### config.mk
export PLATFORM = sky130hd
export DESIGN_NAME = ifetch_queue
export DESIGN_NICKNAME = d
export VERILOG_FILES = /design/src/rtl/ifetch_queue.sv
export SDC_FILE = /design/constraint.sdc
export NUM_CORES = 1
export LEC_CHECK = 0
export ABC_AREA = 0
export ABC_CLOCK_PERIOD_IN_PS = 5100
export CAP_MARGIN = 10
export CELL_PAD_IN_SITES_DETAIL_PLACEMENT = 0
export CELL_PAD_IN_SITES_GLOBAL_PLACEMENT = 1
export CORE_UTILIZATION = 46
export CTS_CLUSTER_SIZE = 14
export DETAILED_ROUTE_END_ITERATION = 12
export PLACE_DENSITY_LB_ADDON = 0.3
export SLEW_MARGIN = 25
export SYNTH_ARGS = -nofsm -noshare
export SYNTH_HDL_FRONTEND = slang
export SYNTH_SLANG_ARGS = --single-unit
### constraint.sdc
create_clock -name clk -period 5.1 [get_ports clk]
set_input_delay 0.51 -clock clk [delete_from_list [all_inputs] [get_ports clk]]
set_output_delay 0.51 -clock clk [all_outputs]
set_load 0.1 [all_outputs]
### src/rtl/ifetch_queue.sv
// Pipelined instruction-fetch front end: credit-limited imem reads feeding a
// DEPTH-entry instruction/PC FIFO, with redirect flush and stale-response drop.
module ifetch_queue #(
  parameter int                N_BITS          = 32,
  parameter int                DEPTH           = 4,
  parameter int                MAX_OUTSTANDING = 2,
  parameter logic [N_BITS-1:0] RESET_PC        = '0,
  parameter int                OW              = $clog2(MAX_OUTSTANDING + 1)
) (
  input  logic              clk,
  input  logic              rst_n,
  output logic              imem_req_vld,
  input  logic              imem_req_rdy,
  output logic              imem_req_mtype,
  output logic [N_BITS-1:0] imem_req_addr,
  output logic [1:0]        imem_req_len,
  output logic [N_BITS-1:0] imem_req_data,
  input  logic              imem_rsp_vld,
  output logic              imem_rsp_rdy,
  input  logic [N_BITS-1:0] imem_rsp_data,
  input  logic              redirect_vld,
  input  logic [N_BITS-1:0] redirect_pc,
  output logic              instr_vld,
  input  logic              instr_rdy,
  output logic [N_BITS-1:0] instr,
  output logic [N_BITS-1:0] instr_pc,
  output logic [N_BITS-1:0] instr_pc_plus4,
  output logic [OW-1:0]     outstanding
);

  localparam int AW = $clog2(DEPTH);
  localparam int CW = AW + 1;
  localparam int LW = AW + 2;
  localparam int PW = (MAX_OUTSTANDING > 1) ? $clog2(MAX_OUTSTANDING) : 1;

  localparam logic              MTYPE_READ = 1'b0;
  localparam logic [LW-1:0]     DEPTH_L    = LW'(DEPTH);
  localparam logic [CW-1:0]     DEPTH_C    = CW'(DEPTH);
  localparam logic [OW-1:0]     MAXO_L     = OW'(MAX_OUTSTANDING);
  localparam logic [PW-1:0]     PTR_LAST   = PW'(MAX_OUTSTANDING - 1);
  localparam logic [N_BITS-1:0] PC_STEP    = N_BITS'(4);

  logic [N_BITS-1:0] r_fetch_pc;
  logic [OW-1:0]     r_outstanding;
  logic [OW-1:0]     r_drop_cnt;
  logic [N_BITS-1:0] r_fifo_instr [DEPTH];
  logic [N_BITS-1:0] r_fifo_pc    [DEPTH];
  logic [AW-1:0]     r_wr_ptr;
  logic [AW-1:0]     r_rd_ptr;
  logic [CW-1:0]     r_count;
  logic [N_BITS-1:0] r_if_pc [MAX_OUTSTANDING];
  logic [PW-1:0]     r_if_wr;
  logic [PW-1:0]     r_if_rd;

  logic [LW-1:0]     w_live;
  logic              w_req_fire;
  logic              w_rsp_fire;
  logic              w_rsp_drop;
  logic              w_push;
  logic              w_pop;
  logic [OW-1:0]     w_out_next;
  logic [N_BITS-1:0] w_rsp_pc;

  // Credit counts every slot a response could still claim, so the FIFO never overflows.
  assign w_live = LW'(r_outstanding) - LW'(r_drop_cnt) + LW'(r_count);

  assign imem_req_vld   = rst_n && !redirect_vld && (w_live < DEPTH_L) && (r_outstanding < MAXO_L);
  assign imem_req_mtype = MTYPE_READ;
  assign imem_req_addr  = r_fetch_pc;
  assign imem_req_len   = 2'b00;
  assign imem_req_data  = '0;
  assign imem_rsp_rdy   = rst_n;

  assign w_req_fire = imem_req_vld && imem_req_rdy;
  assign w_rsp_fire = imem_rsp_vld && imem_rsp_rdy;
  assign w_rsp_drop = (r_drop_cnt != '0) || redirect_vld;
  assign w_push     = w_rsp_fire && !w_rsp_drop;
  assign w_pop      = instr_vld && instr_rdy;
  assign w_out_next = r_outstanding + OW'(w_req_fire) - OW'(w_rsp_fire);
  assign w_rsp_pc   = r_if_pc[r_if_rd];

  assign instr_vld      = (r_count != '0) && !redirect_vld;
  assign instr          = r_fifo_instr[r_rd_ptr];
  assign instr_pc       = r_fifo_pc[r_rd_ptr];
  assign instr_pc_plus4 = r_fifo_pc[r_rd_ptr] + PC_STEP;
  assign outstanding    = r_outstanding;

  always_ff @(posedge clk or negedge rst_n) begin
    if (!rst_n) begin
      r_fetch_pc    <= RESET_PC;
      r_outstanding <= '0;
      r_drop_cnt    <= '0;
      r_wr_ptr      <= '0;
      r_rd_ptr      <= '0;
      r_count       <= '0;
      r_if_wr       <= '0;
      r_if_rd       <= '0;
    end else begin
      r_outstanding <= w_out_next;
      if (w_req_fire) begin
        r_if_wr <= (r_if_wr == PTR_LAST) ? '0 : r_if_wr + 1'b1;
      end
      if (w_rsp_fire) begin
        r_if_rd <= (r_if_rd == PTR_LAST) ? '0 : r_if_rd + 1'b1;
      end
      // Redirect marks everything still in flight after this cycle as stale.
      if (redirect_vld) begin
        r_fetch_pc <= redirect_pc;
        r_drop_cnt <= w_out_next;
        r_wr_ptr   <= '0;
        r_rd_ptr   <= '0;
        r_count    <= '0;
      end else begin
        if (w_req_fire) begin
          r_fetch_pc <= r_fetch_pc + PC_STEP;
        end
        if (w_rsp_fire && (r_drop_cnt != '0)) begin
          r_drop_cnt <= r_drop_cnt - 1'b1;
        end
        if (w_push) begin
          r_wr_ptr <= r_wr_ptr + 1'b1;
        end
        if (w_pop) begin
          r_rd_ptr <= r_rd_ptr + 1'b1;
        end
        r_count <= r_count + CW'(w_push) - CW'(w_pop);
      end
    end
  end

  always_ff @(posedge clk) begin
    if (w_push) begin
      r_fifo_instr[r_wr_ptr] <= imem_rsp_data;
      r_fifo_pc[r_wr_ptr]    <= w_rsp_pc;
    end
    if (w_req_fire) begin
      r_if_pc[r_if_wr] <= r_fetch_pc;
    end
  end

  a_out_bound:  assert property (@(posedge clk) disable iff (!rst_n) r_outstanding <= MAXO_L);
  a_drop_bound: assert property (@(posedge clk) disable iff (!rst_n) r_drop_cnt <= r_outstanding);
  a_fifo_bound: assert property (@(posedge clk) disable iff (!rst_n) r_count <= DEPTH_C);
  a_rsp_under:  assert property (@(posedge clk) disable iff (!rst_n) !(w_rsp_fire && r_outstanding == '0));
  a_fifo_over:  assert property (@(posedge clk) disable iff (!rst_n) !(w_push && !w_pop && r_count == DEPTH_C));

endmodule
* After elaboration in Yosys (flattened, before gate mapping) *
Memory sizes are Yosys's and may differ from the RTL's.
Cells that the tools add are included.

word-level totals
  register bits after elaboration = 45
  bits in writable memories = 320
  bits of input ports = 70
  output and inout bits = 168
  logic and storage cells = 59
  memories = 3

memories
  memory        words  width  read ports  clocked after Yosys merged registers in  wr ports  RTL line  text
  r_fifo_instr  4      32     1           0                                        1         46        logic [N_BITS-1:0] r_fifo_instr [DEPTH];
  r_fifo_pc     4      32     1           0                                        1         47        logic [N_BITS-1:0] r_fifo_pc [DEPTH];
  r_if_pc       2      32     1           0                                        1         51        logic [N_BITS-1:0] r_if_pc [MAX_OUTSTANDING];

cells by class
  add/subtract/negate cells = 13
  magnitude comparators = 2
  mux-type cells = 15
  reductions and logical operators = 18

operator list
  kind                                                                   number
  32-bit by 3-bit adder with 32-bit output (second input constant)       2
  32-bit 2-to-1 mux                                                      2
  2-bit 2-to-1 mux                                                       6
  2-bit nonzero test                                                     5
  1-bit logical AND                                                      9
  1-bit 2-to-1 mux                                                       6
  2-bit by 1-bit adder with 2-bit output (second input constant)         2
  4-bit by 3-bit adder with 4-bit output                                 1
  4-bit by 3-bit < comparator with 1-bit output (second input constant)  1
  3-bit by 1-bit adder with 3-bit output                                 1
  3-bit 2-to-1 mux                                                       1
  3-bit nonzero test                                                     1
  2-bit by 2-bit subtractor with 3-bit output                            1
  3-bit by 1-bit subtractor with 3-bit output                            1
  1-bit adder (second input constant)                                    2
  2-bit by 1-bit adder with 2-bit output                                 1
  1-bit logical NOT                                                      2
  2-bit < comparator (second input constant)                             1
  2-bit by 1-bit subtractor with 2-bit output                            1
  2-bit by 1-bit subtractor with 2-bit output (second input constant)    1
  1-bit logical OR                                                       1

* Depth between registers and ports, before layout *
Gate-level depths: netlist (run 1).

  depth after elaboration = 9
  mapped depth = 19
  depth with buffers taken out = 17

* Worst setup path before layout (run 1) *
Ideal clock, no wire load.

  kind = reg-to-reg
  start point = reg r_outstanding[0], in the netlist outstanding[0]
  end point = mem r_if_pc[0][0] (enable)
  library setup time = 421 ps
  data arrival time = 4528 ps
  required time = 4679 ps
  slack = 151 ps
  stages on the path, launching flop included = 14
  path buffers = 2
  clock period less this slack = 4949 ps
  cells stage by stage = dfrtp_1 -> inv_1 -> ha_1 -> inv_1 -> fa_1 -> ha_1 -> and3b_1 -> o21a_1 -> or3_1 -> buf_4 -> nand2_8 -> inv_4 -> buf_6 -> nor2_1

between the ends
  word-level cells in the longest chain between the ends = 8
  elaborated cells between the ends (all ways) = 9
  those cells by class = 2 x add/sub; 2 x order compare; 2 x mux; 3 x reduce/logical

ends and longest elaborated chain
  item                                           RTL line  text
  start: declaration                             44        logic [OW-1:0] r_outstanding;
  start signal: assignment                       99        r_outstanding <= w_out_next;
  2-bit by 2-bit subtractor with 3-bit output    65        assign w_live = LW'(r_outstanding) - LW'(r_drop_cnt) + LW'(r_count);
  4-bit by 3-bit adder with 4-bit output         65
  4-bit by 3-bit < comparator with 1-bit output  67        assign imem_req_vld = rst_n && !redirect_vld && (w_live < DEPTH_L) && (r_outstanding < MAXO_L);
  1-bit logical AND                              67
  1-bit logical AND *                            67
  1-bit logical AND *                            74        assign w_req_fire = imem_req_vld && imem_req_rdy;
  1-bit 2-to-1 mux *                             136       if (w_req_fire) begin
  1-bit 2-to-1 mux (not written as such) *       137       r_if_pc[r_if_wr] <= r_fetch_pc;
  end: declaration                               51

Every way passes the cells marked *; elsewhere a longest branch is shown, timed or not.

* Worst setup path after layout (run 1) *
  start point = reg r_outstanding[0], in the netlist outstanding[0]
  end point = out imem_req_vld

between the ends
  word-level cells in the longest chain between the ends = 5
  elaborated cells between the ends (all ways) = 6
  those cells by class = 2 x add/sub; 2 x order compare; 2 x reduce/logical

ends and longest elaborated chain
  item                                           RTL line  text
  2-bit by 2-bit subtractor with 3-bit output    65
  4-bit by 3-bit adder with 4-bit output         65
  4-bit by 3-bit < comparator with 1-bit output  67
  1-bit logical AND                              67
  1-bit logical AND *                            67
  end: declaration                               12        output logic imem_req_vld,

Marks and branches as above.

==> metrics.txt, run 1 <==
crit path from outstanding[0]; Reg-to-Reg Start outstanding[0]; pin count of the biggest net entering global routing 65; R2R Path End r_drop_cnt[1]; CP endpoint imem_req_vld; Mapped Area 15300 um^2; post-route clock period utilization 83.7%; Worst EP arrival 3.76 ns; Chip Height 184 um; met1 WL 14.5 mm; Via Count 8135; commonest non-fill, non-tap cell in the layout edfxtp_1; die area 34000 um^2; postcts setup bufs 0; grt ovf 0; internal power 6.00 mW; ranking of synthesized cells by area edfxtp_1 63%, mux4_2 9.4%, dfrtp_1 7.4%, mux2_2 3.1%, xnor2_1 2.0%; clock power share 26.0%; Crit path max-delay family buffers and inverters; Place WS 1.36 ns; most frequent cells in the layout 320 x edfxtp_1, 180 x clkdlybuf4s50_1, 64 x mux4_2; Post-synth ARST share 12.3%; # IOs 238; critical path data required time 4.59 ns; final worst clock skew 0.0217 ns; Post-synth EDFFs 320; fin worst setup slack 0.831 ns; Design Power 10.0 mW; Final setup viols 0; Critical Path End Type output pin; Cell Chain, Critical Path inv_1, ha_1, inv_1, fa_1, ha_1, and3b_1, o21a_1, nor3_1, a21oi_1, nor2b_1, clkdlybuf4s50_1; First-pass DRT Iterations 5; fin area 18800 um^2; Max stage delay on crit path 1.15 ns; Warnings, synthesis 0; insertion delay to the later sink of the worst-skew pair 0.53 ns; Slew @ Worst Pin 1.03 ns; total CTS buffers 38; Starting Density 46.9%; CTS Root Cell clkbuf_16; WL met2 14.2 mm; WL/cell 20.1 um; final net count 1160; syn_area_per_cell 17.9 um^2; DP Area 17600 um^2; Tmin final 4.27 ns; Synth cell types 63; number of max-slew violations in the final report 0; CTS tree yes; Switching Share 40.3%; via-per-instance ratio 5.27; IO Port Bufs 202; Setup CP Type reg -> out; top cell type by total area after synthesis edfxtp_1; Flop pwr share 36.6%; pwr/cell area 534 nW/um^2; CP Depth 11; met3 WL post-DR 1.84 mm; first-pass GRT wire length 47.8 mm; CTS H-tree lvls 2; CTS Hold Buffers Added 0; FF-to-FF path depth 18; vias in the first global route 8313; share of cells above drive strength 1 20.6%; register area 10700 um^2; Core Util, Final 57.7%; status complete, no violations; Crit Path Max Fanout 3; Detail Route Antenna Nets 0; DP Cell Count 1477; Max Clk Rate 234 MHz; Starting DRT DRC Count 592; CORE AREA 32600 um^2; R2R setup slack 1.43 ns; post-CTS resize count 0; area delta synth->final 23.2%; # fillers 2474; slowest CP cell clkdlybuf4s50_1; Synth top area share 62.9%; Final Hold Slack 0.166 ns; WL final 31.0 mm; final setup TNS 0 ns; Pleak 6.30 nW; worst IR drop on VDD 368 uV; Placer Congestion 0.800; Startpoint Class flop; Syn Inst Count 854; Comb pwr share 37.4%; number of antenna violations at the first check in global routing 0; Core Rows 66; sequential fraction of the synthesis area 70.2%; HP Class in -> async; Rel. slew slack 31.1%; ys flop type edfxtp_1; CP bufs+invs 3; number of remaining DRC errors 0; Max Cap Viol 0; Hold Vio Cnt, Final 0; diode count 0; FF+latch count, synth 365; final std cells w/o fill 1544; RSZ-0062 raised after global routing false; HPWL after detailed placement 20.4 mm; Die W 184 um; CTS max path bufs 3; CTS sink count 365; Highest Signal Layer met4; Net Switching 4.04 mW; multi-input logic area 4110 um^2; overall routing resource usage 18.7%; clock-pin slew on the worst setup and hold paths 0.06 ns
-- cells in the mapped netlist (3+ instances only) --
master and count:
nor2_1 19, xor2_1 12, nand2_1 45, and2_1 9, nor3_1 6, a221o_1 6, buf_4 40, a2111oi_2 5
and4_1 6, a21oi_1 12, mux2i_1 5, dfrtp_1 45, nor2b_1 4, buf_2 9, mux4_2 64, o21ai_1 4
nor3_4 3, xnor2_1 35, edfxtp_1 320, mux2_2 42, ha_1 13, o211ai_1 3, o21ai_0 15, or3_1 4
inv_1 26, clkbuf_1 14, and3_1 4, nand4_1 10, nor4_1 4, nand3_1 22, buf_6 4
-- flip-flops by register name (all words and copies together) (netlist names) --
name / cells
r_fifo_pc: 128
r_if_pc: 64
r_drop_cnt: 2
imem_req_addr: 32
r_rd_ptr: 2
r_if_rd: 1
outstanding: 2
r_count: 3
r_fifo_instr: 128
r_wr_ptr: 2
r_if_wr: 1
-- worst min path at each step --
stage | from | endpoint | slack [ns] | cells after the start
after global placement | r_if_wr | r_if_wr | 0.51 | 1
after detailed placement | r_if_wr | r_if_wr | 0.51 | 1
final | rst_n | r_drop_cnt[1] | 0.17 | 2
after floorplan | rst_n | imem_req_addr[0] | 0.21 | 0
after CTS | rst_n | imem_req_addr[3] | 0.17 | 2
after global routing | rst_n | imem_req_addr[12] | 0.21 | 2
-- final cells by class --
type / instances / share of cell area [%]
Clock buffer: 49 / 5.38
Tap cell: 442 / 2.94
Multi-Input combinational cell: 425 / 21.8
Timing Repair Buffer: 218 / 11.4
Inverter: 27 / 0.552
Sequential cell: 365 / 57.1
Clock inverter: 18 / 0.871
-- logic make-up after synthesis --
kind of cell | share of synthesized area (%)
muxes | 12.9
and+or+nand+nor | 5.84
buffers and inverters | 3.82
adders and majority gates | 1.33
AOI/OAI and AO/OA | 3.22
DFF | 70.2
other | 0.0245
xor gates and xnor gates | 2.69
-- power by group through the flow --
stage          clock [mW]  combinational, mW  sequential [mW]
2_1_floorplan           0               2.80             3.92
3_3_place_gp            0               3.77             3.74
3_5_place_dp            0               3.78             3.74
4_1_cts              2.68               3.78             3.68
5_1_grt              2.79               3.91             3.70
6_report             2.61               3.75             3.68
-- layer usage --
layer / track usage (%) / vias to the layer above
li1: - / 3715
met1: 27.1 / 4119
met2: 29.2 / 262
met3: 3.36 / 39
met4: 4.77 / 0
met5: 0 / -
-- worst register-to-register path, stage by stage (launching register included) --
cell     delay, ns
dfrtp_1       0.38
inv_1         0.06
ha_1          0.18
inv_1         0.06
fa_1          0.40
ha_1          0.27
and3b_1       0.21
o21a_1        0.20
or3_1         0.35
buf_4         0.23
nand2_8       0.13
inv_4         0.10
ha_1          0.30
inv_1         0.04
ha_1          0.18
xnor2_1       0.18
xnor2_1       0.16
nand2_1       0.07
o21ai_0       0.08
(Power assumes the default switching activity.)
==> run 2: changes to the inputs <==
- ABC_CLOCK_PERIOD_IN_PS: 5100 -> 4500
- clock period: 5.1 -> 4.5 ns (I/O delays scaled with it)
==> run 2 against run 1 <==
Sequential share of layout area grew 0.42 points. Wire length shrank 0.33%. Count of clock-buffer cells in the layout shrank 1. Clock power grew 12%. Design area shrank 0.72%. Non-clock buffer count shrank 2. Clock skew shrank 0.014 ns. First-iteration DRC count shrank 13%. Largest power group unchanged.
==> metrics.txt, run 2 (same netlist as run 1, synthesis figures left out) <==
Core Rows 66; pin count of the biggest net entering global routing 61; Startpoint Class flop; final net count 1157; share of cells above drive strength 1 24.6%; commonest non-fill, non-tap cell in the layout edfxtp_1; Net Switching 4.56 mW; final worst clock skew 0.00824 ns; Critical Path End Type output pin; grt ovf 0; Rel. slew slack 30.0%; total CTS buffers 37; CTS tree yes; HPWL after detailed placement 20.1 mm; worst IR drop on VDD 441 uV; Via Count 8058; Place WS 0.915 ns; diode count 0; number of max-slew violations in the final report 0; area delta synth->final 22.3%; First-pass DRT Iterations 5; post-CTS resize count 0; Die W 184 um; Flop pwr share 36.7%; Max stage delay on crit path 0.70 ns; number of remaining DRC errors 0; Crit path max-delay family buffers and inverters; RSZ-0062 raised after global routing false; clock-pin slew on the worst setup and hold paths 0.06 ns; Design Power 11.3 mW; R2R Path End r_drop_cnt[1]; Worst EP arrival 3.59 ns; pwr/cell area 605 nW/um^2; Max Clk Rate 247 MHz; WL/cell 20.1 um; Starting Density 46.9%; CTS Hold Buffers Added 0; final setup TNS 0 ns; most frequent cells in the layout 320 x edfxtp_1, 135 x clkdlybuf4s50_1, 74 x buf_4; most frequent CP cell buf_4; # IOs 238; Final setup viols 0; IO Port Bufs 202; postcts setup bufs 0; Max Cap Viol 0; Highest Signal Layer met4; Pleak 6.32 nW; Placer Congestion 0.798; Starting DRT DRC Count 518; CTS sink count 365; first-pass GRT wire length 47.7 mm; CTS max path bufs 3; CTS Root Cell clkbuf_16; met1 WL 14.3 mm; Tmin final 4.04 ns; Hold Vio Cnt, Final 0; final std cells w/o fill 1542; DP Cell Count 1475; R2R setup slack 0.97 ns; Switching Share 40.3%; Chip Height 184 um; WL met2 14.5 mm; Detail Route Antenna Nets 0; insertion delay to the later sink of the worst-skew pair 0.51 ns; status complete, no violations; critical path data required time 4.05 ns; HP Class in -> async; Setup CP Type reg -> out; Comb pwr share 37.5%; Crit Path Max Fanout 45; fin worst setup slack 0.457 ns; internal power 6.75 mW; FF-to-FF path depth 17; met3 WL post-DR 1.62 mm; slowest CP cell dfrtp_2; number of antenna violations at the first check in global routing 0; Slew @ Worst Pin 1.05 ns; CORE AREA 32600 um^2; WL final 30.9 mm; via-per-instance ratio 5.23; clock power share 25.8%; Cell Chain, Critical Path buf_4, mux4_2, and4_1, nand2_1, nor4_2, xnor2_1, buf_4; overall routing resource usage 18.6%; CTS H-tree lvls 2; vias in the first global route 8145; die area 34000 um^2; post-route clock period utilization 89.9%; CP bufs+invs 2; Reg-to-Reg Start outstanding[0]; biggest regs r_fifo_instr (128), r_fifo_pc (128), r_if_pc (64)
## run 2: cell count changes in the layout (fill, tap and decap cells not counted), sizes merged
cell,change
clkinvlp,+1
clkdlybuf4s50,-45
clkbuf,-1
clkinv,-1
inv,+1
buf,+43
## run 2: worst max-delay path by stage
stage,startpoint,to,slack [ns],cells past startpoint
finish,r_rd_ptr[1],instr_pc_plus4[27],0.46,7
global route,r_rd_ptr[1],instr_pc_plus4[27],0.23,7
CTS,r_rd_ptr[1],instr_pc_plus4[27],0.37,7
detailed placement,r_rd_ptr[1],instr_pc_plus4[27],0.91,7
global placement,outstanding[0],r_drop_cnt[1],1.00,17
floorplan,r_rd_ptr[0],instr_pc_plus4[24],0.06,9
## run 2: cell type report
cell class                 count  area [um^2]
clock buffer                  48         1010
clock inverter                19          154
fill                        2499        13900
inverter                      27          104
multi-input combinational    425         4110
sequential                   365        10700
tap                          442          553
timing repair buffer         216         2020
## run 2: metrics by stage
stage               util [%]  cell area (um^2)  hold slack (ns)
floorplan                  -             15400            0.154
global placement        53.7             17500            0.466
detailed placement      53.7             17500            0.474
CTS                     57.3             18700           0.0846
global route            57.3             18700            0.127
finish                  57.3             18700           0.0778
## run 2: layer usage
metal | vias up | global-route usage, %
li1 | 3695 | -
met1 | 4078 | 26.9
met2 | 253 | 28.9
met3 | 32 | 3.60
met4 | 0 | 4.97
met5 | - | 0
## run 2: power groups by stage
stage	clock network, mW	logic [mW]	registers (mW)
4_1_cts	3.00	4.28	4.15
6_report	2.92	4.24	4.15
3_5_place_dp	0	4.27	4.22
3_3_place_gp	0	4.25	4.21
5_1_grt	3.11	4.43	4.18
2_1_floorplan	0	3.17	4.44
